--- src/rtl/wallace_tree_multiplier_8x8.sv ---
// rtl/wallace_tree_multiplier_8x8.sv - unsigned 8x8 Wallace-tree multiplier with registered 16-bit product
// Tree stages 8 -> 6 -> 4 -> 3 -> 2 rows of carry-save adders, then a ripple CPA into the output register.

module wallace_fa (
   input  logic a,
   input  logic b,
   input  logic c,
   output logic s,
   output logic co
);
   assign s  = a ^ b ^ c;
   assign co = (a & b) | (a & c) | (b & c);
endmodule

module wallace_ha (
   input  logic a,
   input  logic b,
   output logic s,
   output logic co
);
   assign s  = a ^ b;
   assign co = a & b;
endmodule

// 3:2 row compressor: sums stay in their column, carries move one column left.
// The column-15 carry would weigh 2^16; every row sum here is below 2^16, so it is provably zero.
module wallace_csa (
   input  logic [15:0] x,
   input  logic [15:0] y,
   input  logic [15:0] z,
   output logic [15:0] sum,
   output logic [15:0] carry
);
   assign carry[0] = 1'b0;
   for (genvar i = 0; i < 15; i++) begin : g_col
      wallace_fa u_fa (
         .a (x[i]),
         .b (y[i]),
         .c (z[i]),
         .s (sum[i]),
         .co(carry[i+1])
      );
   end
   assign sum[15] = x[15] ^ y[15] ^ z[15];
endmodule

module wallace_cpa (
   input  logic [15:0] x,
   input  logic [15:0] y,
   output logic [15:0] sum
);
   logic [15:0] c;

   wallace_ha u_ha0 (
      .a (x[0]),
      .b (y[0]),
      .s (sum[0]),
      .co(c[1])
   );
   assign c[0] = 1'b0;
   for (genvar i = 1; i < 15; i++) begin : g_bit
      wallace_fa u_fa (
         .a (x[i]),
         .b (y[i]),
         .c (c[i]),
         .s (sum[i]),
         .co(c[i+1])
      );
   end
   assign sum[15] = x[15] ^ y[15] ^ c[15];
endmodule

module wallace_tree_multiplier_8x8 (
   input  logic        clk,
   input  logic        rst,
   input  logic [7:0]  A,
   input  logic [7:0]  B,
   output logic [15:0] Product
);
   logic [15:0] pp [8];
   logic [15:0] s1 [6];
   logic [15:0] s2 [4];
   logic [15:0] s3 [3];
   logic [15:0] s4 [2];
   logic [15:0] result;

   for (genvar i = 0; i < 8; i++) begin : g_pp
      assign pp[i] = {8'b0, A & {8{B[i]}}} << i;
   end

   wallace_csa u_s1a (.x(pp[0]), .y(pp[1]), .z(pp[2]), .sum(s1[0]), .carry(s1[1]));
   wallace_csa u_s1b (.x(pp[3]), .y(pp[4]), .z(pp[5]), .sum(s1[2]), .carry(s1[3]));
   assign s1[4] = pp[6];
   assign s1[5] = pp[7];

   wallace_csa u_s2a (.x(s1[0]), .y(s1[1]), .z(s1[2]), .sum(s2[0]), .carry(s2[1]));
   wallace_csa u_s2b (.x(s1[3]), .y(s1[4]), .z(s1[5]), .sum(s2[2]), .carry(s2[3]));

   wallace_csa u_s3a (.x(s2[0]), .y(s2[1]), .z(s2[2]), .sum(s3[0]), .carry(s3[1]));
   assign s3[2] = s2[3];

   wallace_csa u_s4a (.x(s3[0]), .y(s3[1]), .z(s3[2]), .sum(s4[0]), .carry(s4[1]));

   wallace_cpa u_cpa (.x(s4[0]), .y(s4[1]), .sum(result));

   always_ff @(posedge clk or posedge rst) begin
      if (rst) begin
         Product <= 16'h0000;
      end else begin
         Product <= result;
      end
   end
endmodule

--- config.mk ---
export PLATFORM = sky130hd
export DESIGN_NAME = wallace_tree_multiplier_8x8
export DESIGN_NICKNAME = d
export VERILOG_FILES = /design/src/rtl/wallace_tree_multiplier_8x8.sv
export SDC_FILE = /design/constraint.sdc
export NUM_CORES = 1
export LEC_CHECK = 0
export ABC_AREA = 0
export BUFFER_PORTS_ARGS = -buffer_cell sky130_fd_sc_hd__buf_4
export CAP_MARGIN = 25
export CORE_MARGIN = 4
export CORE_UTILIZATION = 45
export CTS_CLUSTER_SIZE = 20
export DETAILED_ROUTE_END_ITERATION = 10
export PLACE_DENSITY = 0.71
export SYNTH_ARGS = -nofsm -noshare
export SYNTH_HDL_FRONTEND = slang
export SYNTH_SLANG_ARGS = --single-unit
--- constraint.sdc ---
create_clock -name clk -period 0.8 [get_ports clk]
set_clock_uncertainty 0.15 [all_clocks]
set_input_delay 0.04 -clock clk [delete_from_list [all_inputs] [get_ports clk]]
set_output_delay 0.04 -clock clk [all_outputs]
set_load 0.1 [all_outputs]
# Yosys cells after proc, flatten, opt, wreduce, memory -nomap -nowiden
# Cells that the tools add are included.
# W data, S select, Z words.
# totals
output_inout_bits,16
inputBits,18
ff_bits,16
wordCells,371
# classes
bitwise,370
# ops
operator,count
$and A1 B1 Y1,157
$xor A1 B1 Y1,111
$or A1 B1 Y1,94
$and A8 B8 Y8,8

# Longest topological paths before layout
# logic_depth
ltp_word,39
depth_mapped,20
mapped_depth_nobuf,20

# Cells and area by module
# Synthesis repeated with hierarchy kept, for this count alone.
# hier_totals
cells_unflattened,206
hier_area_um2,3136.8
# modules_own_cells
module,seq_area_each_um2,n_inst,area_per_inst_um2,cells_per_inst
wallace_fa,0.0,104,20.0,1
wallace_tree_multiplier_8x8,400.4,1,808.3,82
wallace_csa,0.0,6,35.0,3
wallace_cpa,0.0,1,23.8,1
wallace_ha,0.0,1,12.5,1

# Least setup slack after synthesis
# Ideal clock, no wire load.
# synth_path
kind,input to register
from,in B[0]
to,reg Product[15]
stages,19
path_slack_ns,-5.169
path_buffers,0
setup_time_ns,0.122
arrival_time_ns,5.697
required_time_ns,0.528
path_cell_list,nand2_1 -> fa_1 -> fa_1 -> inv_1 -> fa_1 -> ha_1 -> ha_1 -> inv_1 -> fa_1 -> fa_1 -> inv_1 -> fa_1 -> fa_1 -> fa_1 -> fa_1 -> fa_1 -> fa_1 -> fa_1 -> xor2_1
# synth_between
elab_chain_cells,39
elab_cells_between_ends,193
cone_classes,bitwise (193)
# synth_rtl
item,line_no,text
start: declaration,77,"input logic [7:0] B,"
$and A8 B8 Y8 (*),88,"assign pp[i] = {8'b0, A & {8{B[i]}}} << i;"
$and A1 B1 Y1,12,assign co = (a & b) | (a & c) | (b & c);
$or A1 B1 Y1 (2 in a row),12,
$and A1 B1 Y1,12,
$or A1 B1 Y1 (2 in a row),12,
$and A1 B1 Y1 or $xor A1 B1 Y1 (tied branches),"12, 11",
$or A1 B1 Y1 or $xor A1 B1 Y1 (tied branches) (2 in a row),"12, 11",
$xor A1 B1 Y1 or $and A1 B1 Y1 (tied branches),"11, 12",
[21 not listed],--,
$and A1 B1 Y1,12,
$or A1 B1 Y1,12,
$or A1 B1 Y1 (*),12,
$and A1 B1 Y1,12,
$or A1 B1 Y1,12,
$or A1 B1 Y1 (*),12,
$xor A1 B1 Y1 (*),70,assign sum[15] = x[15] ^ y[15] ^ c[15];
named net result[15],85,logic [15:0] result;
end signal: assignment,110,Product <= result;
end: declaration,78,output logic [15:0] Product
# The timed path passes the listed nets; every way through them passes the cells marked *.

# Worst setup path after layout
# layout_path
from,in B[3]
to,reg Product[15]
# layout_between
elab_chain_cells,37
elab_cells_between_ends,246
cone_classes,bitwise (246)
# layout_rtl
item,line_no,text
$and A8 B8 Y8 (*),88,
$xor A1 B1 Y1,11,assign s = a ^ b ^ c;
$xor A1 B1 Y1 or $and A1 B1 Y1 (tied branches),"11, 12",
$and A1 B1 Y1 or $or A1 B1 Y1 (tied branches),12,
$or A1 B1 Y1,12,
$or A1 B1 Y1 (tied with other cells),12,
$xor A1 B1 Y1 or $or A1 B1 Y1 (tied branches) (2 in a row),"11, 12",
$xor A1 B1 Y1 or $and A1 B1 Y1 (tied branches),"11, 12",
[21 not listed],--,
$and A1 B1 Y1,12,
$or A1 B1 Y1,12,
$or A1 B1 Y1 (*),12,
$and A1 B1 Y1,12,
$or A1 B1 Y1,12,
$or A1 B1 Y1 (*),12,
$xor A1 B1 Y1 (*),70,
named net result[15],85,
# Marks and branches as above.

==> metrics.txt <==
placed cells=between 200 and 300; violation count after the first detailed-route iteration=40; critical path launch point type=primary input; Slew Limit Fails=0; Top reg by flops=Product; CP endpoint kind=register; post-synthesis sequential area ratio=between 10% and 20%; Tcrit/Tclk final=654%; top-count cell post-synth=fa_1; Tot GR Track Use=between 15 and 20%; die area=around 5700 µm²; routed length per instance=around 14 µm; top cell type's share of synthesized area=45.9%; CP Data Required Time=0.79 ns; first-pass GRT wire length=7.67 mm; Antenna Cells=0; hold depth=4; clk buf depth=2; via/cell ratio=around 4.8; RD Place Congestion=about 0.85; final total power=approximately 8.8 mW; CTS tree=done; nets@finish=336; max reg flops=16; TritonCTS Buffers=3; Die Width=approximately 76 µm; Comb power frac=approximately three quarters; filler cell count=approximately 320; final instance area=3220 µm²; Crit-path slowest cell=fa_1; synthesized area=2050 µm²; simple-gate share of the synthesized area=about 16%; final hold violations=0; final setup fails=31; crit path cell chain=buf_8 > and2_4 > fa_1 > fa_1 > inv_1 > fa_1 > fa_1 > fa_2 > inv_2 > fa_2 > fa_2 > fa_2 > fa_2 > fa_2 > fa_2 > fa_2 > xor2_1; Hold EP=Product[0]; area grow syn2layout=57.0%; Main synth FF type=dfrtp_1; biggest cell delay along the critical path=0.56 ns; Seq cells post-synth=16; cells after synthesis=about 190; I/O pin count=34; synth warn=0; Max Freq=around 190 MHz; Post-Layout Cell Count=306; area leader, netlist=fa_1; # Max-Cap Violations=0; WP data arrival=approximately 5.2 ns; Core Region=between 4000 and 5000 µm²; Post-synth EDFFs=0; placed standard-cell area=between 2000 and 3000 µm²; P_leak=approximately 1.5 nW; # port buffers=33; Worst Hold Launch=A[0]; number of library cell types mapped by synthesis=7; Clk network pwr share=8.0%; clock sink total=16; # H-tree levels=1; initial antenna violation count=0; ys async rst share=100%; largest net degree at the start of global routing=17; Post-Syn Area per Cell=10.9 µm²; # DRC=0; Synth Area in Compound Gates=0%; cells taking the most area after synthesis=fa_1, dfrtp_1, and2_1, ha_1, inv_1; mux cell area share after synthesis=0%; Starting Density=between 40 and 50%; remaining global-route overflow=0; failing checks=setup timing; RSZ-0062 raised after global routing=yes; XOR/XNOR Fraction of Synth Area=less than 1%; Die Ht=75.5 µm; top post-synthesis cells by count=fa_1, inv_1, and2_1; Final Critical Period=between 5 and 6 ns; biggest regs=Product (16); path type of the worst setup path=primary input to register; Slew headroom=slightly below 90%; final worst slack=-4.43 ns; Rows=24; Synth Net Count=270; pin slew with the least headroom to its limit=approximately 0.2 ns; Synth Area in Adders=between 50% and 60%; DP HPWL=between 3 and 4 mm; Pre-antenna DRT Iters=4; dominant delay contributor by cell family on the critical path=adder cells; internal power=roughly 4.4 mW; share of layout cells above drive strength 1=roughly 48%; largest family of logic cells by synthesized area=adder cells; Hold WC Path Type=primary input to register; Post-DRT Antenna Nets=0; CP dominant cell by count=fa_2; DR vias=1459; share of power burned in registers=18.7%; clock edge transition at the registers on the reported setup and hold paths=~0.060 ns; P_sw=about 4.4 mW; Root Driver=clkbuf_8; Routed WL=between 4 and 5 mm; vias in the first global route=roughly 1.7k; Max VDD drop=2.37 mV; Pwr per Cell Area=around 2700 nW/µm²; outcome=finished, violations left; switching share of power=50.4%; WP buf/inv=3; Crit Path Max Fanout=4
-- cells in the final DEF (no fill, tap or decap) --
| master | instances |
|---|---|
| ha_4 | 8 |
| fa_2 | 11 |
| buf_12 | 18 |
| nand2_1 | 18 |
| inv_2 | 8 |
| dfrtp_4 | 16 |
| ha_1 | 8 |
| and2_4 | 7 |
| fa_1 | 36 |
| xor2_1 | 1 |
| dlygate4sd3_1 | 1 |
| buf_4 | 24 |
| and2_1 | 30 |
| nand2_4 | 1 |
| nand2_8 | 3 |
| nand2_2 | 5 |
| inv_1 | 37 |
| clkbuf_8 | 4 |
| buf_8 | 6 |
| buf_6 | 12 |
-- kinds of logic after synthesis --
group,Yosys count
DFF,16
and+or+nand+nor,64
xor gates and xnor gates,1
buffers and inverters,45
adders and majority gates,63
-- worst max-delay path by stage --
| stage | start | to | slack (ns) | cells past startpoint |
|---|---|---|---|---|
| final | B[3] | Product[15] | -4.43 | 17 |
| after global routing | B[3] | Product[15] | -4.55 | 17 |
| after CTS | B[3] | Product[15] | -4.49 | 20 |
| after detailed placement | A[2] | Product[15] | -4.80 | 20 |
| after global placement | A[2] | Product[15] | -4.74 | 20 |
| after floorplan | A[3] | Product[15] | -4.48 | 16 |
-- cell type report --
class / instances / area, µm² / area share (%)
multi-input combinational: 128 / 1700 / 52.7
timing repair buffer: 61 / 776 / 24.1
sequential: 16 / 460 / 14.3
inverter: 45 / 169 / 5.24
tap: 52 / 65.1 / 2.02
clock buffer: 4 / 55.1 / 1.71
-- power groups by stage --
stage	logic (mW)	registers (mW)	clock network [mW]
5_1_grt	6.94	1.68	0.755
2_1_floorplan	1.83	3.87	0
6_report	6.45	1.65	0.700
3_3_place_gp	5.38	1.47	0
3_5_place_dp	5.51	1.47	0
4_1_cts	6.53	1.64	0.707
-- per-layer routing --
metal	up-vias	track usage [%]	share of wire, %
met5	-	0	0
met2	36	33.3	56
li1	669	-	-
met3	8	3.17	4.8
met4	0	2.72	1.2
met1	746	23.3	38
-- per-stage QoR --
stage          setup TNS (ns)  setup WS, ns  util (%)  hold slack, ns
6_report               -41.12         -4.43      73.5           0.106
3_3_place_gp           -42.25         -4.74      61.8         -0.0914
2_1_floorplan          -37.13         -4.48         -          -0.196
5_1_grt                -42.52         -4.55      73.5           0.121
4_1_cts                -41.61         -4.49      72.9          0.0687
3_5_place_dp           -42.74         -4.80      61.8         -0.0878
-- repair_timing --
| item | CTS | global route |
|---|---|---|
| pin swaps | 12 | 3 |
| gates resized for setup | 92 | 4 |
| setup endpoints to repair | 30 | 31 |
| buffers inserted | 5 | 1 |
| hold buffers | 1 | 0 |
| hold endpoints to repair | 16 | 0 |
Note: power is estimated with default switching activity, not from simulation.
